### config.mk
export PLATFORM = sky130hd
export DESIGN_NAME = register_file_2r1w_flat
export DESIGN_NICKNAME = d
export VERILOG_FILES = /design/src/rtl/processor_pkg.sv /design/src/rtl/register_file_2r1w_if.sv /design/src/rtl/register_asynchronous_reset_write_en.sv /design/src/rtl/register_file_2r1w.sv /design/src/flat_wrapper.sv
export SDC_FILE = /design/constraint.sdc
export NUM_CORES = 1
export LEC_CHECK = 0
export CORE_UTILIZATION = 58
export DETAILED_ROUTE_END_ITERATION = 10
export DONT_BUFFER_PORTS = 1
export GPL_TIMING_DRIVEN = 1
export PLACE_DENSITY_LB_ADDON = 0.25
export SYNTH_ARGS = -nofsm -noshare
export SYNTH_HDL_FRONTEND = slang
export SYNTH_SLANG_ARGS = --single-unit
### constraint.sdc
create_clock -name clk -period 20.1 [get_ports clk]
set_input_delay 5.025 -clock clk [delete_from_list [all_inputs] [get_ports clk]]
set_output_delay 5.025 -clock clk [all_outputs]
set_load 0.02 [all_outputs]
### src/rtl/processor_pkg.sv
// processor_pkg: shared register-file address and reset constants
package processor_pkg;
  localparam int REG_ADDR_W = 4;
  localparam int REG_COUNT = 16;
  localparam logic [REG_ADDR_W-1:0] PC_ALIAS_ADDR = 4'd15;
  localparam int REG_RESET_VALUE = 0;
endpackage

### src/rtl/register_file_2r1w_if.sv
// register_file_2r1w_if: write port, r15_in and two read ports; master drives requests, slave returns registered read data/valid
interface register_file_2r1w_if import processor_pkg::*; #(parameter int W = 32);
  logic write_enable;
  logic [REG_ADDR_W-1:0] write_addr;
  logic [W-1:0] write_data;
  logic [W-1:0] r15_in;
  logic read_enable_a, read_enable_b;
  logic [REG_ADDR_W-1:0] read_addr_a, read_addr_b;
  logic [W-1:0] read_data_a, read_data_b;
  logic read_valid_a, read_valid_b;
  modport master(
    output write_enable, write_addr, write_data, r15_in,
    output read_enable_a, read_addr_a, read_enable_b, read_addr_b,
    input read_data_a, read_valid_a, read_data_b, read_valid_b
  );
  modport slave(
    input write_enable, write_addr, write_data, r15_in,
    input read_enable_a, read_addr_a, read_enable_b, read_addr_b,
    output read_data_a, read_valid_a, read_data_b, read_valid_b
  );
endinterface

### src/rtl/register_asynchronous_reset_write_en.sv
// register_asynchronous_reset_write_en: W-bit register, async active-high reset, load on write_enable; ports clk, reset_asynchronous, write_enable, inp_reg, out_reg
module register_asynchronous_reset_write_en import processor_pkg::*; #(
  parameter int W = 32
) (
  input  logic clk,
  input  logic reset_asynchronous,
  input  logic write_enable,
  input  logic [W-1:0] inp_reg,
  output logic [W-1:0] out_reg
);
  always_ff @(posedge clk or posedge reset_asynchronous)
    if (reset_asynchronous) out_reg <= W'(REG_RESET_VALUE);
    else if (write_enable) out_reg <= inp_reg;
endmodule

### src/rtl/register_file_2r1w.sv
// register_file_2r1w: 15-word 2R1W regfile with address 15 aliased to r15_in; ports clk, reset_asynchronous, rf (slave); macro REGFILE_WRITE_BYPASS_EN selects write-before-read on same-edge hazards
module register_file_2r1w import processor_pkg::*; #(
  parameter int W = 32,
  parameter int N = REG_COUNT
) (
  input logic clk,
  input logic reset_asynchronous,
  register_file_2r1w_if.slave rf
);
`ifdef REGFILE_WRITE_BYPASS_EN
  localparam bit BYPASS = 1'b1;
`else
  localparam bit BYPASS = 1'b0;
`endif
  logic [W-1:0] mem [N];
  logic [N-2:0] we;
  logic [W-1:0] val_a, val_b;
  for (genvar i = 0; i < N - 1; i++) begin : g_word
    assign we[i] = rf.write_enable && rf.write_addr == REG_ADDR_W'(i);
    register_asynchronous_reset_write_en #(.W(W)) u_reg (
      .clk(clk),
      .reset_asynchronous(reset_asynchronous),
      .write_enable(we[i]),
      .inp_reg(rf.write_data),
      .out_reg(mem[i])
    );
  end
  assign mem[N-1] = '0;
  always_comb begin
    val_a = rf.read_addr_a == PC_ALIAS_ADDR ? rf.r15_in :
            BYPASS && rf.write_enable && rf.write_addr == rf.read_addr_a ? rf.write_data : mem[rf.read_addr_a];
    val_b = rf.read_addr_b == PC_ALIAS_ADDR ? rf.r15_in :
            BYPASS && rf.write_enable && rf.write_addr == rf.read_addr_b ? rf.write_data : mem[rf.read_addr_b];
  end
  always_ff @(posedge clk or posedge reset_asynchronous)
    if (reset_asynchronous) begin
      rf.read_data_a <= '0;
      rf.read_data_b <= '0;
      rf.read_valid_a <= 1'b0;
      rf.read_valid_b <= 1'b0;
    end else begin
      rf.read_valid_a <= rf.read_enable_a;
      rf.read_valid_b <= rf.read_enable_b;
      if (rf.read_enable_a) rf.read_data_a <= val_a;
      if (rf.read_enable_b) rf.read_data_b <= val_b;
    end
endmodule

### src/flat_wrapper.sv
// flat-port wrapper written by rule: the top's interface ports become plain ports
module register_file_2r1w_flat import processor_pkg::*;
#(
  parameter int W = 32,
  parameter int N = REG_COUNT
)
  (clk, reset_asynchronous, rf_write_enable, rf_write_addr, rf_write_data, rf_r15_in, rf_read_enable_a, rf_read_addr_a, rf_read_enable_b, rf_read_addr_b, rf_read_data_a, rf_read_valid_a, rf_read_data_b, rf_read_valid_b);
  register_file_2r1w_if #(.W(W)) rf_i ();
  input logic clk;
  input logic reset_asynchronous;
  input wire logic [$bits(rf_i.write_enable)-1:0] rf_write_enable;
  input wire logic [$bits(rf_i.write_addr)-1:0] rf_write_addr;
  input wire logic [$bits(rf_i.write_data)-1:0] rf_write_data;
  input wire logic [$bits(rf_i.r15_in)-1:0] rf_r15_in;
  input wire logic [$bits(rf_i.read_enable_a)-1:0] rf_read_enable_a;
  input wire logic [$bits(rf_i.read_addr_a)-1:0] rf_read_addr_a;
  input wire logic [$bits(rf_i.read_enable_b)-1:0] rf_read_enable_b;
  input wire logic [$bits(rf_i.read_addr_b)-1:0] rf_read_addr_b;
  output wire logic [$bits(rf_i.read_data_a)-1:0] rf_read_data_a;
  output wire logic [$bits(rf_i.read_valid_a)-1:0] rf_read_valid_a;
  output wire logic [$bits(rf_i.read_data_b)-1:0] rf_read_data_b;
  output wire logic [$bits(rf_i.read_valid_b)-1:0] rf_read_valid_b;
  assign rf_i.write_enable = rf_write_enable;
  assign rf_i.write_addr = rf_write_addr;
  assign rf_i.write_data = rf_write_data;
  assign rf_i.r15_in = rf_r15_in;
  assign rf_i.read_enable_a = rf_read_enable_a;
  assign rf_i.read_addr_a = rf_read_addr_a;
  assign rf_i.read_enable_b = rf_read_enable_b;
  assign rf_i.read_addr_b = rf_read_addr_b;
  assign rf_read_data_a = rf_i.read_data_a;
  assign rf_read_valid_a = rf_i.read_valid_a;
  assign rf_read_data_b = rf_i.read_data_b;
  assign rf_read_valid_b = rf_i.read_valid_b;
  register_file_2r1w #(.W(W), .N(N)) u_core (.clk(clk), .reset_asynchronous(reset_asynchronous), .rf(rf_i));
endmodule
==> results.py, run 1 <==
metrics = {
    "floorplanning": {
        "die_h_um": 224,
        "ios": 147,
        "start_util": 0.592,
        "core-area_um2": 48100,
        "num_rows": 80,
        "dieArea_um2": 50100,
        "die_x_um": 224,
    },
    "critical_path": {
        "cp_max_fo": 85,
        "crit_top_cell": "buf_4",
        "r2r_cells": 4,
        "cp_cell_sequence": "clkinvlp_4 > buf_4 > buf_4 > buf_4",
        "arrival_ps": 8210,
        "cp-start-kind": "input port",
        "crit-reg2reg-capture": "u_core.rf.read_data_a[2]$_DFFE_PP0P_",
        "critPathBufInv": 4,
        "criticalPathCategory": "input port to async pin",
        "reg2reg_from": "u_core.g_word[4].u_reg.out_reg[2]$_DFFE_PP0P_",
        "endpoint_kind": "async pin",
        "critPathRequiredTime_ps": 20680,
        "ff2ff_setup_slack_ps": 18510,
        "cp_top_family": "buffers and inverters",
        "max_stage_delay_ps": 950,
        "slowest_stage": "buf_4",
    },
    "sta": {
        "clock.fmax_mhz": 131,
        "timing.final.crit_share": 0.380,
        "setup_tns_ps": 0,
        "slew_violations": 0,
        "rsz0062_at_grt": "false",
        "fin_worst_skew_ps": 7.13,
        "layout_min_cycle_time_ps": 7630,
        "setup_viol": 0,
        "max_slew_margin": 0.0346,
        "worstMarginPinSlew_ps": 1440,
        "hold_viol": 0,
    },
    "power": {
        "seq_power_share": 0.478,
        "clockPowerShare": 0.346,
        "swShare": 0.271,
        "power.leakage_nw": 13.1,
        "finalPower_w": 0.00328,
        "comb_power_share": 0.175,
        "vdd_drop_max_mv": 0.0710,
        "p_int_w": 0.00239,
        "power_switching_w": 0.000891,
        "power_density_nw_per_um2": 107,
    },
    "layout": {
        "fin_nets": 2111,
        "post-route-util": 0.637,
        "drive_above_1_share": 0.380,
        "syn2layout_area_growth_pct": 7.50,
        "largest_reg_flops": 480,
        "antenna_cells": 0,
    },
    "synthesis": {
        "synth_nets": 2230,
        "seq_area_frac_synth": 0.479,
        "ys_types": 45,
        "ys_ff_latch": 546,
        "syn_area_um2": 28500,
        "ys.flop_type": "dfrtp_1",
        "yosysWarnings": 0,
        "synth_edf_count": 0,
        "synthArstFlopShare": 1.00,
        "postSynthAreaPerCell_um2": 13.3,
        "synth_cells": 2149,
    },
    "worst_hold_path": {
        "holdCritPathClass": "flop to flop",
        "hold_end": "u_core.g_word[4].u_reg.out_reg[30]$_DFFE_PP0P_",
        "worstHoldStart": "u_core.g_word[4].u_reg.out_reg[30]$_DFFE_PP0P_",
        "min_path_cells": 1,
    },
    "grt": {
        "grt_util_all_layers": 0.341,
        "antenna_found_initial": 0,
        "grt_pass1_wl_um": 127000,
        "grt_max_degree": 211,
        "grt_pass1_vias": 19800,
        "grt_overflow": 0,
    },
    "route": {
        "drt-pass1-iter-count": 5,
        "viasPerCell": 7.10,
        "wl_met1_um": 33300,
        "ant_nets": 0,
        "routed.top_layer": "met4",
        "wl_per_cell_um": 30.8,
        "wl_met3_um": 7110,
        "drc": 0,
        "wl_um": 84300,
        "dr.first_iter.drc_count": 1929,
        "wl_met2_um": 40500,
        "vias": 19400,
    },
    "run": {
        "maxCapViolCount": 0,
    },
    "clocking": {
        "cts_sinks": 546,
        "root_buffer": "clkbuf_16",
        "cts_buffer_depth": 3,
        "clk_pin_slew_ps": 60,
        "clk_latency_ps": 630,
        "cts_hold_buf": 0,
        "cts_setup_buffers": 0,
        "cts_resized": 0,
        "cts_buffers": 58,
        "cts_tree": "done",
        "htree_levels": 2,
    },
    "place": {
        "place_congestion": 0.824,
        "portBuffers": 0,
        "dp_hpwl_um": 45700,
    },
    "outcome": {
        "status": "finished clean",
    },
}
==> routing by layer <==
layer  global-route usage  vias up
li1                     -     7946
met1                0.444    10300
met2                0.553      950
met3               0.0703      212
met4                0.151        0
met5                    0        -
==> cells in the final DEF, fill, tap and decap left out, types with 13 or more instances in the layout <==
cell type,n
dfrtp_1,546
mux2_2,518
mux2i_1,210
mux4_2,72
o22ai_1,67
clkbuf_16,61
nand3_1,55
o221ai_1,46
nor2_1,44
a22oi_1,41
o221a_2,40
nand2b_1,37
buf_4,34
a211oi_1,33
nor2b_1,31
nand2_1,30
a21oi_1,26
mux4_1,16
mux2_1,14
a31oi_1,14
clkbuf_8,14
o21ai_0,13
==> layout make-up <==
cell class	instances	area, um^2
Fill cell	3633	17500
Inverter	4	18.8
Clock buffer	86	1760
Tap cell	656	821
Timing Repair Buffer	34	255
Sequential cell	546	13700
Multi-Input combinational cell	1386	13900
Clock inverter	23	285
==> power groups by stage <==
stage	logic [W]	registers [W]	clock network [W]
2_1_floorplan	0.000521	0.00152	0
3_3_place_gp	0.000550	0.00156	0
3_5_place_dp	0.000572	0.00158	0
4_1_cts	0.000576	0.00156	0.00115
5_1_grt	0.000624	0.00160	0.00119
6_report	0.000576	0.00157	0.00114
==> logic make-up (layout without fill, tap and decap cells) <==
group,after synthesis,count (layout),share of synthesized area
buffers and inverters,217,147,0.0385
AO/OA/AOI/OAI,305,305,0.0817
flip-flops,546,546,0.479
AND/OR/NAND/NOR,251,251,0.0453
multiplexers,830,830,0.355
==> how the worst max path moves through the flow <==
stage,start,cells past startpoint,slack [ps],endpoint
6_report,reset_asynchronous,4,12470,u_core.g_word[1].u_reg.out_reg[11]$_DFFE_PP0P_
5_1_grt,reset_asynchronous,4,11920,u_core.g_word[5].u_reg.out_reg[11]$_DFFE_PP0P_
4_1_cts,reset_asynchronous,4,12350,u_core.g_word[5].u_reg.out_reg[11]$_DFFE_PP0P_
3_5_place_dp,reset_asynchronous,4,11680,u_core.g_word[7].u_reg.out_reg[12]$_DFFE_PP0P_
3_3_place_gp,reset_asynchronous,4,11750,u_core.g_word[3].u_reg.out_reg[12]$_DFFE_PP0P_
2_1_floorplan,reset_asynchronous,1,7650,u_core.g_word[0].u_reg.out_reg[0]$_DFFE_PP0P_
==> through the flow <==
step	cell area, um^2	hold WS (ps)	instances	setup WS [ps]
after global routing	30700	530	2735	11920
after CTS	30700	518	2735	12350
after floorplan	28500	476	2149	7650
after detailed placement	28600	505	2626	11680
final	30700	520	2735	12470
after global placement	28600	489	2626	11750
==> cells in the mapped netlist, types with 4 or more instances <==
cell type	number	share of area
a2111oi_0	9	0.0028
a211o_1	9	0.0028
a211oi_1	33	0.0087
a21oi_1	26	0.0046
a22oi_1	41	0.011
a31oi_1	14	0.0031
and3_1	4	0.00088
buf_1	8	0.0011
buf_2	93	0.016
buf_4	26	0.0068
buf_6	5	0.0020
clkbuf_1	79	0.010
dfrtp_1	546	0.48
mux2_1	14	0.0055
mux2_2	518	0.20
mux2i_1	210	0.074
mux4_1	16	0.015
mux4_2	72	0.057
nand2_1	31	0.0041
nand2b_1	41	0.0090
nand3_1	55	0.0097
nor2_1	53	0.0070
nor2b_1	34	0.0075
nor3_1	6	0.0011
nor4_1	11	0.0024
o21ai_0	13	0.0023
o221a_2	40	0.016
o221ai_1	46	0.014
o22ai_1	67	0.015
==> worst reg2reg max path, delay by kind of cell (launching register included) <==
| family | cells | cell delay, ps |
|---|---|---|
| simple gates | 2 | 260 |
| flops | 1 | 410 |
| mux | 1 | 500 |
| compound gates | 1 | 300 |
Power figures use the tool's default switching activity.
==> inputs of run 2 (changes only) <==
==> constraint.sdc (replaced) <==
create_clock -name clk -period 6.65 [get_ports clk]
set_input_delay 1.6625 -clock clk [delete_from_list [all_inputs] [get_ports clk]]
set_output_delay 1.6625 -clock clk [all_outputs]
set_load 0.02 [all_outputs]
==> run 2 against run 1 <==
  * Non-clock buffer count fell by 4
  * Power rose to 3.0 times the previous value
  * Critical endpoint is now u_core.rf.read_data_b[16]$_DFFE_PP0P_
  * Die area did not move
  * Global-route usage rose by 0.39 points
  * Setup slack got worse by 9100 ps
  * Design area fell by 0.44%
  * First-iteration DRC count rose by 15%
==> results.py, run 2 (same netlist as run 1, synthesis figures left out) <==
metrics = {
    "critical_path": {
        "crit-reg2reg-capture": "u_core.rf.read_data_a[0]$_DFFE_PP0P_",
        "cp-start-kind": "input port",
        "ff2ff_setup_slack_ps": 4970,
        "cp_max_fo": 210,
        "criticalPathCategory": "input port to flop",
        "arrival_ps": 3730,
        "r2r_cells": 4,
        "reg2reg_from": "u_core.g_word[5].u_reg.out_reg[0]$_DFFE_PP0P_",
        "critPathRequiredTime_ps": 7130,
        "endpoint_kind": "flop",
    },
    "outcome": {
        "status": "finished clean",
    },
    "route": {
        "vias": 19500,
        "drc": 0,
        "wl_per_cell_um": 31.3,
        "wl_um": 85200,
        "ant_nets": 0,
        "viasPerCell": 7.14,
        "dr.first_iter.drc_count": 2213,
        "drt-pass1-iter-count": 6,
    },
    "clocking": {
        "cts_buffer_depth": 3,
        "cts_hold_buf": 0,
        "cts_setup_buffers": 0,
        "htree_levels": 2,
        "clk_latency_ps": 630,
        "cts_sinks": 546,
        "cts_tree": "done",
        "cts_resized": 0,
        "cts_buffers": 59,
        "root_buffer": "clkbuf_16",
        "clk_pin_slew_ps": 60,
    },
    "place": {
        "placed_area_um2": 28600,
        "dp_cells": 2622,
        "place_congestion": 0.802,
        "portBuffers": 0,
        "dp_hpwl_um": 46200,
    },
    "grt": {
        "grt_pass1_wl_um": 128000,
        "grt_pass1_vias": 20300,
        "grt_util_all_layers": 0.345,
        "use_met3": 0.0731,
        "grt_max_degree": 211,
        "grt_use_met2": 0.562,
        "grt_use_met1": 0.443,
        "grt-busiest-layer": "met2",
        "grt_overflow": 0,
        "antenna_found_initial": 0,
    },
    "layout": {
        "antenna_cells": 0,
        "drive_above_1_share": 0.376,
        "final_common_cell": "dfrtp_1",
        "mostFrequentLayoutCells": "dfrtp_1, mux2_2, mux2i_1",
        "stdcell_area_um2": 30500,
        "layout.cells.non_filler": 2726,
        "fin_nets": 2108,
        "largest_reg_flops": 480,
        "syn2layout_area_growth_pct": 7.02,
    },
    "floorplanning": {
        "ios": 147,
        "die_x_um": 224,
        "core-area_um2": 48100,
        "num_rows": 80,
        "start_util": 0.592,
        "die_h_um": 224,
        "dieArea_um2": 50100,
    },
    "worst_hold_path": {
        "min_path_cells": 1,
        "worstHoldStart": "u_core.g_word[3].u_reg.out_reg[23]$_DFFE_PP0P_",
        "holdCritPathClass": "flop to flop",
        "hold_end": "u_core.g_word[3].u_reg.out_reg[23]$_DFFE_PP0P_",
    },
    "sta": {
        "holdWs_ps": 518,
        "setup_viol": 0,
        "clock.fmax_mhz": 308,
        "rsz0062_at_grt": "false",
        "hold_viol": 0,
        "slew_violations": 0,
        "layout_min_cycle_time_ps": 3250,
        "fin_worst_skew_ps": 21.8,
        "worstMarginPinSlew_ps": 1280,
        "setup_tns_ps": 0,
        "timing.final.crit_share": 0.489,
        "max_slew_margin": 0.142,
    },
    "power": {
        "vdd_drop_max_mv": 0.252,
        "power_density_nw_per_um2": 320,
        "power.leakage_nw": 13.0,
        "finalPower_w": 0.00976,
    },
    "run": {
        "maxCapViolCount": 0,
    },
}
==> run 2: how the worst max path moves through the flow <==
stage,startpoint,endpoint,slack [ps],cells past startpoint
6_report,rf_read_addr_b[1],u_core.rf.read_data_b[16]$_DFFE_PP0P_,3400,4
5_1_grt,rf_read_addr_b[1],u_core.rf.read_data_b[16]$_DFFE_PP0P_,3570,4
4_1_cts,rf_read_enable_a,u_core.rf.read_data_a[6]$_DFFE_PP0P_,3660,4
3_5_place_dp,rf_read_enable_a,u_core.rf.read_data_a[6]$_DFFE_PP0P_,2990,4
3_3_place_gp,rf_write_addr[3],u_core.g_word[5].u_reg.out_reg[28]$_DFFE_PP0P_,3120,4
2_1_floorplan,reset_asynchronous,u_core.g_word[0].u_reg.out_reg[0]$_DFFE_PP0P_,-2440,1
==> run 2: stage by stage <==
step                      setup WS [ps]   util
after detailed placement           2990  0.594
after CTS                          3660  0.634
after floorplan                   -2440      -
after global routing               3570  0.634
final                              3400  0.634
after global placement             3120  0.594
==> run 2: layout make-up <==
class                      count  area [um^2]
fill                        3672        17600
clock inverter                17          148
clock buffer                  87         1750
inverter                       4         18.8
multi-input combinational   1386        13900
sequential                   546        13700
timing repair buffer          30          263
tap                          656          821
==> run 2: metal layers <==
metal,share of wire,vias to the layer above
li1,-,7950
met1,0.38,10200
met2,0.48,1023
met3,0.090,258
met4,0.045,0
met5,0,-
==> run 2: critical path: stages <==
cell      delay [ps]
nand2b_2         940
o221a_2          590
o221ai_1         220
nand3_1          120
==> run 2: where the power goes <==
group	internal [W]	leakage, nW	switching, W
registers	0.00408	6.69	0.000695
logic	0.00110	5.38	0.000639
clock network	0.00189	0.946	0.00136
total	0.00706	13.0	0.00270
==> inputs of run 3 (changes only) <==
--- a/config.mk
+++ b/config.mk
@@ -5,6 +5,7 @@
 export SDC_FILE = /design/constraint.sdc
 export NUM_CORES = 1
 export LEC_CHECK = 0
+export ABC_AREA = 1
 export CORE_UTILIZATION = 58
 export DETAILED_ROUTE_END_ITERATION = 10
 export DONT_BUFFER_PORTS = 1
==> constraint.sdc (replaced) <==
create_clock -name clk -period 2.8 [get_ports clk]
set_input_delay 0.7 -clock clk [delete_from_list [all_inputs] [get_ports clk]]
set_output_delay 0.7 -clock clk [all_outputs]
set_load 0.02 [all_outputs]
==> run 3 against run 2 <==
  * Clock skew rose by 3.7 ps
  * Synthesized cell count rose by 110%
  * Register-to-register slack worse by 3700 ps
  * Synthesized area increased by 5.4%
  * Global-route usage rose by 3.2 points
  * Design area rose by 6.5%
  * Non-clock buffer count rose by 44
  * Sequential share of layout area fell by 2.7 points
  * Power increased by 140%
  * Via count rose by 50%
==> results.py, run 3 <==
metrics = {
    "outcome": {
        "status": "finished clean",
    },
    "floorplanning": {
        "num_rows": 83,
        "die_x_um": 230,
        "core-area_um2": 51300,
        "die_h_um": 230,
        "start_util": 0.586,
        "dieArea_um2": 52800,
        "ios": 147,
    },
    "layout": {
        "post-route-util": 0.633,
        "fill_cells": 4684,
        "largest_reg_flops": 480,
        "syn2layout_area_growth_pct": 8.07,
        "drive_above_1_share": 0.0456,
        "final_common_cell": "nand2_1",
        "fin_nets": 4332,
        "mostFrequentLayoutCells": "nand2_1, dfrtp_1, o21ai_0",
    },
    "route": {
        "viasPerCell": 5.86,
        "drc": 0,
        "wl_met1_um": 40600,
        "ant_nets": 0,
        "wl_per_cell_um": 20.0,
        "wl_met3_um": 14500,
        "wl_met2_um": 41900,
        "routed.top_layer": "met4",
        "wl_um": 99300,
        "dr.first_iter.drc_count": 4235,
        "drt-pass1-iter-count": 7,
        "vias": 29200,
    },
    "sta": {
        "max_slew_margin": 0.453,
        "worstMarginPinSlew_ps": 821,
        "hold_viol": 0,
        "setup_viol": 0,
        "fin_worst_skew_ps": 25.5,
        "slew_violations": 0,
        "setup_ws_ps": 916,
        "layout_min_cycle_time_ps": 1880,
        "timing.final.crit_share": 0.673,
        "holdWs_ps": 98.0,
        "clock.fmax_mhz": 531,
        "rsz0062_at_grt": "false",
    },
    "synthesis": {
        "ys.flop_type": "dfrtp_1",
        "synthArstFlopShare": 1.00,
        "syn_area_um2": 30100,
        "synth_most_common_cell": "nand2_1",
        "yosys.area.top_type": "dfrtp_1",
        "seq_area_frac_synth": 0.454,
        "yosysWarnings": 0,
        "yosys-top-cells-count": "nand2_1, dfrtp_1, o21ai_0, inv_1, nand3_1",
        "synth_cells": 4432,
        "yosys-top-cells-area": "dfrtp_1, nand2_1, o21ai_0",
        "synth_nets": 4513,
        "synth_edf_count": 0,
        "postSynthAreaPerCell_um2": 6.78,
        "ys_ff_latch": 546,
        "ys_types": 20,
        "synth_top_area_frac": 0.454,
    },
    "clocking": {
        "root_buffer": "clkbuf_16",
        "cts_sinks": 546,
        "cts_buffer_depth": 3,
        "clk_pin_slew_ps": 70,
        "cts_setup_buffers": 0,
        "clk_latency_ps": 640,
        "htree_levels": 2,
        "cts_buffers": 57,
        "cts_tree": "done",
    },
    "worst_hold_path": {
        "holdCritPathClass": "input port to flop",
    },
    "place": {
        "place_congestion": 0.928,
        "place_ws_ps": 532,
        "dp_hpwl_um": 58400,
        "portBuffers": 0,
    },
    "power": {
        "power_density_nw_per_um2": 715,
        "finalPower_w": 0.0232,
        "vdd_drop_max_mv": 0.484,
        "power.leakage_nw": 16.8,
    },
    "critical_path": {
        "cp_max_fo": 2,
        "critPathRequiredTime_ps": 2100,
        "arrival_ps": 1180,
        "criticalPathCategory": "flop to primary output",
        "endpoint_kind": "primary output",
        "cp-start-kind": "flop",
    },
    "grt": {
        "grt_overflow": 0,
        "antenna_found_initial": 1,
        "grt_pass1_wl_um": 154000,
        "grt_util_all_layers": 0.376,
        "grt_pass1_vias": 26800,
        "grt_max_degree": 213,
    },
    "run": {
        "maxCapViolCount": 0,
    },
}
run 3: changes by cell type in the layout (fill, tap and decap cells not counted), moves of 210 or more:
cell,previous run,this run
mux2_2,518,0
nand3_1,55,334
mux2i_1,210,0
inv_1,2,398
nand2_1,30,1996
o21ai_0,13,532
run 3: final timing paths:
path,start,cells after the start,endpoint,slack [ps]
worst max-delay path,u_core.rf.read_data_b[16]$_DFFE_PP0P_,0,rf_read_data_b[16],920
worst min-delay path,rf_read_enable_a,0,u_core.rf.read_valid_a$_DFF_PP0_,100
worst max register to register,u_core.g_word[9].u_reg.out_reg[1]$_DFFE_PP0P_,10,u_core.rf.read_data_a[1]$_DFFE_PP0P_,1280
worst min register to register,u_core.g_word[10].u_reg.out_reg[26]$_DFFE_PP0P_,2,u_core.g_word[10].u_reg.out_reg[26]$_DFFE_PP0P_,480
max in group asynchronous,reset_asynchronous,3,u_core.g_word[10].u_reg.out_reg[8]$_DFFE_PP0P_,1240
min in group asynchronous,reset_asynchronous,2,u_core.g_word[4].u_reg.out_reg[21]$_DFFE_PP0P_,570
run 3: per-layer routing:
| layer | track usage | up-vias |
|---|---|---|
| met3 | 0.125 | 199 |
| met4 | 0.106 | 0 |
| li1 | - | 13500 |
| met5 | 0 | - |
| met1 | 0.540 | 13600 |
| met2 | 0.542 | 1854 |
run 3: logic make-up (layout without fill, tap and decap cells):
| family | after synthesis | count (layout) | synth area share |
|---|---|---|---|
| flip-flops | 546 | 546 | 0.454 |
| AO/OA/AOI/OAI | 657 | 657 | 0.109 |
| buffers and inverters | 743 | 607 | 0.101 |
| AND/OR/NAND/NOR | 2486 | 2486 | 0.335 |
| other | 0 | 1 | 0 |
run 3: area by class of cell:
class	count	area [um^2]	share of cell area
tap	680	851	0.0262
inverter	429	1620	0.0500
sequential	546	13700	0.420
antenna	1	2.50	0.0000770
timing repair buffer	74	996	0.0306
clock buffer	89	1740	0.0535
multi-input combinational	3143	13400	0.413
clock inverter	15	204	0.00628
run 3: repair_timing:
item,CTS,global route
resized for setup,0,0
endpoints found under the setup margin,0,0
hold endpoints to repair,7,0
hold buffers,1,0
run 3: metrics by stage:
step                cell area, um^2  TNS (ps)  std cells
floorplan                     30100  -2909030       4432
global placement              30500         0       4871
global route                  32500         0       4976
detailed placement            30500         0       4871
CTS                           32500         0       4976
finish                        32500         0       4977
run 3: where the power goes:
group | leakage (nW) | total, W | switching (W) | internal, W
combinational | 8.97 | 0.00460 | 0.00302 | 0.00158
clock | 0.963 | 0.00797 | 0.00327 | 0.00470
sequential | 6.89 | 0.0107 | 0.00120 | 0.00948
